`config.mk`:
```
export PLATFORM = sky130hd
export DESIGN_NAME = width_unpack_op_flat
export DESIGN_NICKNAME = d
export VERILOG_FILES = /design/src/rtl/cast_pkg.sv /design/src/rtl/width_unpack_op_if.sv /design/src/rtl/width_unpack_op_unpack_ext.sv /design/src/rtl/width_unpack_op.sv /design/src/flat_wrapper.sv
export SDC_FILE = /design/constraint.sdc
export NUM_CORES = 1
export LEC_CHECK = 0
export ABC_AREA = 1
export CAP_MARGIN = 5
export CORE_ASPECT_RATIO = 0.9
export CORE_MARGIN = 5
export CORE_UTILIZATION = 25
export CTS_BUF_LIST = sky130_fd_sc_hd__clkbuf_16
export DETAILED_ROUTE_END_ITERATION = 6
export DONT_BUFFER_PORTS = 1
export PLACE_DENSITY = 0.48
export REMOVE_ABC_BUFFERS = 1
export SETUP_SLACK_MARGIN = 0.2
export SYNTH_ARGS = -nofsm -noshare
export SYNTH_HDL_FRONTEND = slang
export SYNTH_SLANG_ARGS = --single-unit
```
`constraint.sdc`:
```
create_clock -name clk -period 3.8 [get_ports clk]
set_input_delay 1.14 -clock clk [delete_from_list [all_inputs] [get_ports clk]]
set_output_delay 1.14 -clock clk [all_outputs]
set_load 0.05 [all_outputs]
```
`src/rtl/cast_pkg.sv`:
```
// Shared definitions for the cast operator family: opcode constants, unpack FSM states
// and beat-count helper.
`ifndef OPCODE_ZEXT
`define OPCODE_ZEXT 26
`endif
`ifndef OPCODE_SEXT
`define OPCODE_SEXT 27
`endif

package cast_pkg;

    localparam int OPCODE_ZEXT = `OPCODE_ZEXT;
    localparam int OPCODE_SEXT = `OPCODE_SEXT;

    typedef enum logic {
        IDLE = 1'b0,
        SEND = 1'b1
    } unpack_state_t;

    function automatic int num_beats(input int pbw, input int rbw);
        return (pbw + rbw - 1) / rbw;
    endfunction

endpackage

```
`src/rtl/width_unpack_op_if.sv`:
```
// Operand-in / beat-out handshake bundle for width_unpack_op.
interface width_unpack_op_if #(
    parameter int ParamBitWidth  = 32,
    parameter int ReturnBitWidth = 8
);
    logic                      in_valid;
    logic                      in_ready;
    logic [ParamBitWidth-1:0]  lhs;
    logic                      out_valid;
    logic                      out_ready;
    logic [ReturnBitWidth-1:0] ret;
    logic                      ret_last;

    modport slave (
        input  in_valid, lhs, out_ready,
        output in_ready, out_valid, ret, ret_last
    );

    modport master (
        output in_valid, lhs, out_ready,
        input  in_ready, out_valid, ret, ret_last
    );
endinterface

```
`src/rtl/width_unpack_op_unpack_ext.sv`:
```
// Combinational zero/sign extension of the operand to a whole number of output beats.
module unpack_ext
    import cast_pkg::*;
#(
    parameter int ParamOpCode   = OPCODE_ZEXT,
    parameter int ParamBitWidth = 32,
    parameter int ExtWidth      = 32
) (
    input  logic [ParamBitWidth-1:0] lhs,
    output logic [ExtWidth-1:0]      ext
);
    if (ExtWidth == ParamBitWidth) begin : g_exact
        assign ext = lhs;
    end else if (ParamOpCode == OPCODE_SEXT) begin : g_sext
        assign ext = {{(ExtWidth - ParamBitWidth){lhs[ParamBitWidth-1]}}, lhs};
    end else begin : g_zext
        assign ext = {{(ExtWidth - ParamBitWidth){1'b0}}, lhs};
    end
endmodule

```
`src/rtl/width_unpack_op.sv`:
```
// Splits one wide operand into ReturnBitWidth-bit beats over a valid/ready stream.
// Define WIDTH_UNPACK_MSB_FIRST_EN to emit the most significant chunk first.
module width_unpack_op
    import cast_pkg::*;
#(
    parameter int ParamOpCode    = OPCODE_ZEXT,
    parameter int ParamBitWidth  = 32,
    parameter int ReturnBitWidth = 8
) (
    input  logic              clk,
    input  logic              rst,
    input  logic              enable,
    width_unpack_op_if.slave  bus,
    output logic              busy
);
    localparam int NB = num_beats(ParamBitWidth, ReturnBitWidth);
    localparam int EW = NB * ReturnBitWidth;
    localparam int CW = (NB > 1) ? $clog2(NB) : 1;
    localparam logic [CW-1:0] LAST_CNT = CW'(NB - 1);

    if (ParamOpCode != OPCODE_ZEXT && ParamOpCode != OPCODE_SEXT) begin : g_bad_opcode
        $error("width_unpack_op: illegal ParamOpCode %0d", ParamOpCode);
    end

    unpack_state_t state, state_n;
    logic [CW-1:0] cnt;
    logic [EW-1:0] sreg;
    logic [EW-1:0] sreg_shift;
    logic [EW-1:0] ext;
    logic          last;
    logic          accept;
    logic          beat;

    unpack_ext #(
        .ParamOpCode  (ParamOpCode),
        .ParamBitWidth(ParamBitWidth),
        .ExtWidth     (EW)
    ) u_ext (
        .lhs(bus.lhs),
        .ext(ext)
    );

`ifdef WIDTH_UNPACK_MSB_FIRST_EN
    assign bus.ret    = sreg[EW-1 -: ReturnBitWidth];
    assign sreg_shift = sreg << ReturnBitWidth;
`else
    assign bus.ret    = sreg[ReturnBitWidth-1:0];
    assign sreg_shift = sreg >> ReturnBitWidth;
`endif

    assign last          = (state == SEND) && (cnt == LAST_CNT);
    assign bus.ret_last  = last;
    assign bus.out_valid = enable && (state == SEND);
    // Ready on the last beat's handshake cycle lets the next operand follow with no bubble.
    assign bus.in_ready  = enable && ((state == IDLE) || (bus.out_ready && last));
    assign accept        = bus.in_valid && bus.in_ready;
    assign beat          = bus.out_valid && bus.out_ready;
    assign busy          = (state == SEND);

    always_comb begin
        state_n = state;
        case (state)
            IDLE:    if (accept) state_n = SEND;
            SEND:    if (beat && last && !accept) state_n = IDLE;
            default: state_n = IDLE;
        endcase
    end

    always_ff @(posedge clk or posedge rst) begin
        if (rst) begin
            state <= IDLE;
        end else if (enable) begin
            state <= state_n;
        end
    end

    always_ff @(posedge clk or posedge rst) begin
        if (rst) begin
            cnt  <= '0;
            sreg <= '0;
        end else if (accept) begin
            cnt  <= '0;
            sreg <= ext;
        end else if (beat) begin
            cnt  <= last ? '0 : cnt + 1'b1;
            sreg <= sreg_shift;
        end
    end
endmodule

```
`src/flat_wrapper.sv`:
```
// flat-port wrapper written by rule: the top's interface ports become plain ports
module width_unpack_op_flat import cast_pkg::*;
#(
    parameter int ParamOpCode    = OPCODE_ZEXT,
    parameter int ParamBitWidth  = 32,
    parameter int ReturnBitWidth = 8
)
  (clk, rst, enable, busy, bus_in_valid, bus_lhs, bus_out_ready, bus_in_ready, bus_out_valid, bus_ret, bus_ret_last);
  width_unpack_op_if #(.ParamBitWidth(ParamBitWidth), .ReturnBitWidth(ReturnBitWidth)) bus_i ();
  input  logic clk;
  input  logic rst;
  input  logic enable;
  output logic busy;
  input wire logic [$bits(bus_i.in_valid)-1:0] bus_in_valid;
  input wire logic [$bits(bus_i.lhs)-1:0] bus_lhs;
  input wire logic [$bits(bus_i.out_ready)-1:0] bus_out_ready;
  output wire logic [$bits(bus_i.in_ready)-1:0] bus_in_ready;
  output wire logic [$bits(bus_i.out_valid)-1:0] bus_out_valid;
  output wire logic [$bits(bus_i.ret)-1:0] bus_ret;
  output wire logic [$bits(bus_i.ret_last)-1:0] bus_ret_last;
  assign bus_i.in_valid = bus_in_valid;
  assign bus_i.lhs = bus_lhs;
  assign bus_i.out_ready = bus_out_ready;
  assign bus_in_ready = bus_i.in_ready;
  assign bus_out_valid = bus_i.out_valid;
  assign bus_ret = bus_i.ret;
  assign bus_ret_last = bus_i.ret_last;
  width_unpack_op #(.ParamOpCode(ParamOpCode), .ParamBitWidth(ParamBitWidth), .ReturnBitWidth(ReturnBitWidth)) u_core (.clk(clk), .rst(rst), .enable(enable), .bus(bus_i), .busy(busy));
endmodule
```
==> results.toml <==
[clock_tree]
post-cts-setup-buffer-count = 0
clk_pin_slew_ps = 60
cts_buffers = 5
cts.sink_count = 35
clock_path_buffers = 2
hold_buffers = 0
cts_tree = "yes"
clockRootBuffer = "clkbuf_16"
ctsResizeCount = 0
clk_latency_ps = 270
cts-htree-levels = 2

[critical_path]
crit_family = "compound AO/OA/AOI/OAI gates"
cp_data_arrival_time_ps = 1770
cp_num_buf_inv = 0
critPathRequiredTime_ps = 2660
crit_chain = "nand2_1 > a21boi_2"
startpoint_type = "input pin"
slowest_stage = "a21boi_2"
cp-end-kind = "output port"
crit_fanout = 2
critPathKind = "in -> out"
cp_slowest_stage_delay_ps = 550

[floorplan]
die_w_um = 105
dieHeight_um = 95.5
start_util_pct = 25.4
dieArea_sq_mm = 0.0100
core_area_sq_mm = 0.00799
io_pins = 49
rows = 31

[synthesis]
syn_inst = 281
ys_seq_area_share_pct = 43.1
yosysTopAreaCell = "dfrtp_1"
yosys_register_bits = 35
syn_area_per_cell_sq_um = 7.23
synth_top_area_share_pct = 43.1
ys_types = 18
synth_warnings = 0
synth_area_sq_mm = 0.00203
synth_area_leaders = "dfrtp_1, nand2_1, nand3_1"

[placement]
gp_congestion = 0.708
io_buffers = 0
dp_hpwl_um = 3110
place_inst = 356
placed_cell_area_sq_mm = 0.00201

[cells_and_area]
num-nets-final = 302
final_cell_mix = "nand2_1, nand3_1, dfrtp_1, inv_1, nand4_1"
drive_above_1_share_pct = 5.66
fill_cells = 927
diodes = 0
final-instance-count-excl-fill = 364
finalInstanceArea_sq_mm = 0.00214
final_common_cell = "nand2_1"
area_delta_synth_final_pct = 5.42

[timing]
hold-worst-slack_ps = 497
grt_setup_unrepaired = "no"
tns_ps = 0
fmax_ghz = 0.344
slew-limit-headroom_pct = 55.9
max_slew.worst_pin.slew_ps = 658
worst_clock_skew_ps = 7.15
period_needed_ps = 2910
setup_viol = 0
fin_crit_sh_pct = 76.4
hold_viol = 0
slew_viol_final = 0

[drt]
detail_route.wl_per_cell_um = 14.1
via_per_inst = 4.54
detail-route-antenna-nets = 0
drc = 0
dr.pass1.iters = 4
drt-total-wl_um = 5130
drtIter0Drc = 48
dr_total_vias = 1652

[global_routing]
busiest_layer = "met2"
use_met2_pct = 16.7
grt_first_pass_wirelength_um = 8460
overflow = 0
globalRouteMet3Util_pct = 3.11
grt_usage_pct = 10.5
antenna_found_initial = 0
groute.layer.met1.usage_pct = 14.2
grt_max_degree = 36
grt_pass1_vias = 1633

[power_and_ir_drop]
swShare_pct = 41.4
p_comb_share_pct = 22.7
seqPwrFrac_pct = 51.4
powerDensity_mw_per_mm2 = 693
power_mw = 1.48
power_switching_uw = 614
cellLeakagePower_nw = 1.25
ir_worst_vdd_v = 0.000222
p_clk_share_pct = 26.0
p_int_uw = 870

[hold_path]
hold_class = "reg -> reg"

[run]
drv_cap = 0

[run_status]
status = "completed"
[area by class of cell]
class                   instances  area (sq um)  area share (%)
repair buffers                  4          30.0            1.40
multi-input cells             186           856            40.0
flip-flops and latches         35           876            40.9
clock inverters                 3          11.3           0.526
well taps                      99           124            5.78
clock buffers                   5           125            5.84
inverters                      32           120            5.61
[cells by family (layout without fill, tap and decap cells)]
group,count (synthesis),after routing,share of synthesized area (%)
flip-flops,35,35,43.1
AO/OA/AOI/OAI,2,2,0.924
adder cells (fa/ha/maj),1,1,0.616
buffers and inverters,60,44,14.8
AND/OR/NAND/NOR,183,183,40.6
[cell usage after synthesis, drive strengths merged]
library cell  number
dfrtp             35
clkbuf             6
o211ai             1
nor2               2
ha                 1
nand2            116
inv               32
nand4             24
buf               22
nand3             41
a21boi             1
[power by group through the flow]
stage / Sequential, mW / Combinational [mW] / Clock [mW]
global placement: 0.770 / 0.337 / 0
finish: 0.762 / 0.337 / 0.385
floorplan: 0.750 / 0.274 / 0
CTS: 0.767 / 0.345 / 0.397
global route: 0.787 / 0.398 / 0.414
detailed placement: 0.775 / 0.342 / 0
[stage by stage]
stage | util [%] | setup WS (ps)
after global routing | 26.8 | 856
after CTS | 26.8 | 874
final | 26.8 | 895
after detailed placement | 25.1 | 875
after global placement | 25.1 | 886
after floorplan | - | 803
[path summary, 6_finish.rpt]
| path | startpoint | to | slack (ps) | cells after the start |
|---|---|---|---|---|
| setup / recovery | bus_out_ready | bus_in_ready | 890 | 2 |
| hold / removal | u_core.sreg[26] | u_core.sreg[26] | 500 | 2 |
| setup reg to reg | u_core.busy | u_core.sreg[16] | 1690 | 6 |
| hold reg to reg | u_core.sreg[26] | u_core.sreg[26] | 500 | 2 |
| max in group asynchronous | rst | u_core.sreg[28] | 2610 | 2 |
| min in group asynchronous | rst | u_core.sreg[3] | 860 | 2 |
[flip-flops by register name, indices dropped and copies added, names as in the netlist]
register / cells
u_core.busy: 1
u_core.cnt: 2
u_core.sreg: 32
[routing by layer]
| layer | vias up | share of wire, % |
|---|---|---|
| li1 | 848 | - |
| met5 | - | 0 |
| met3 | 5 | 4.2 |
| met2 | 34 | 45 |
| met1 | 765 | 50 |
| met4 | 0 | 0.64 |
Power figures use the tool's default switching activity.
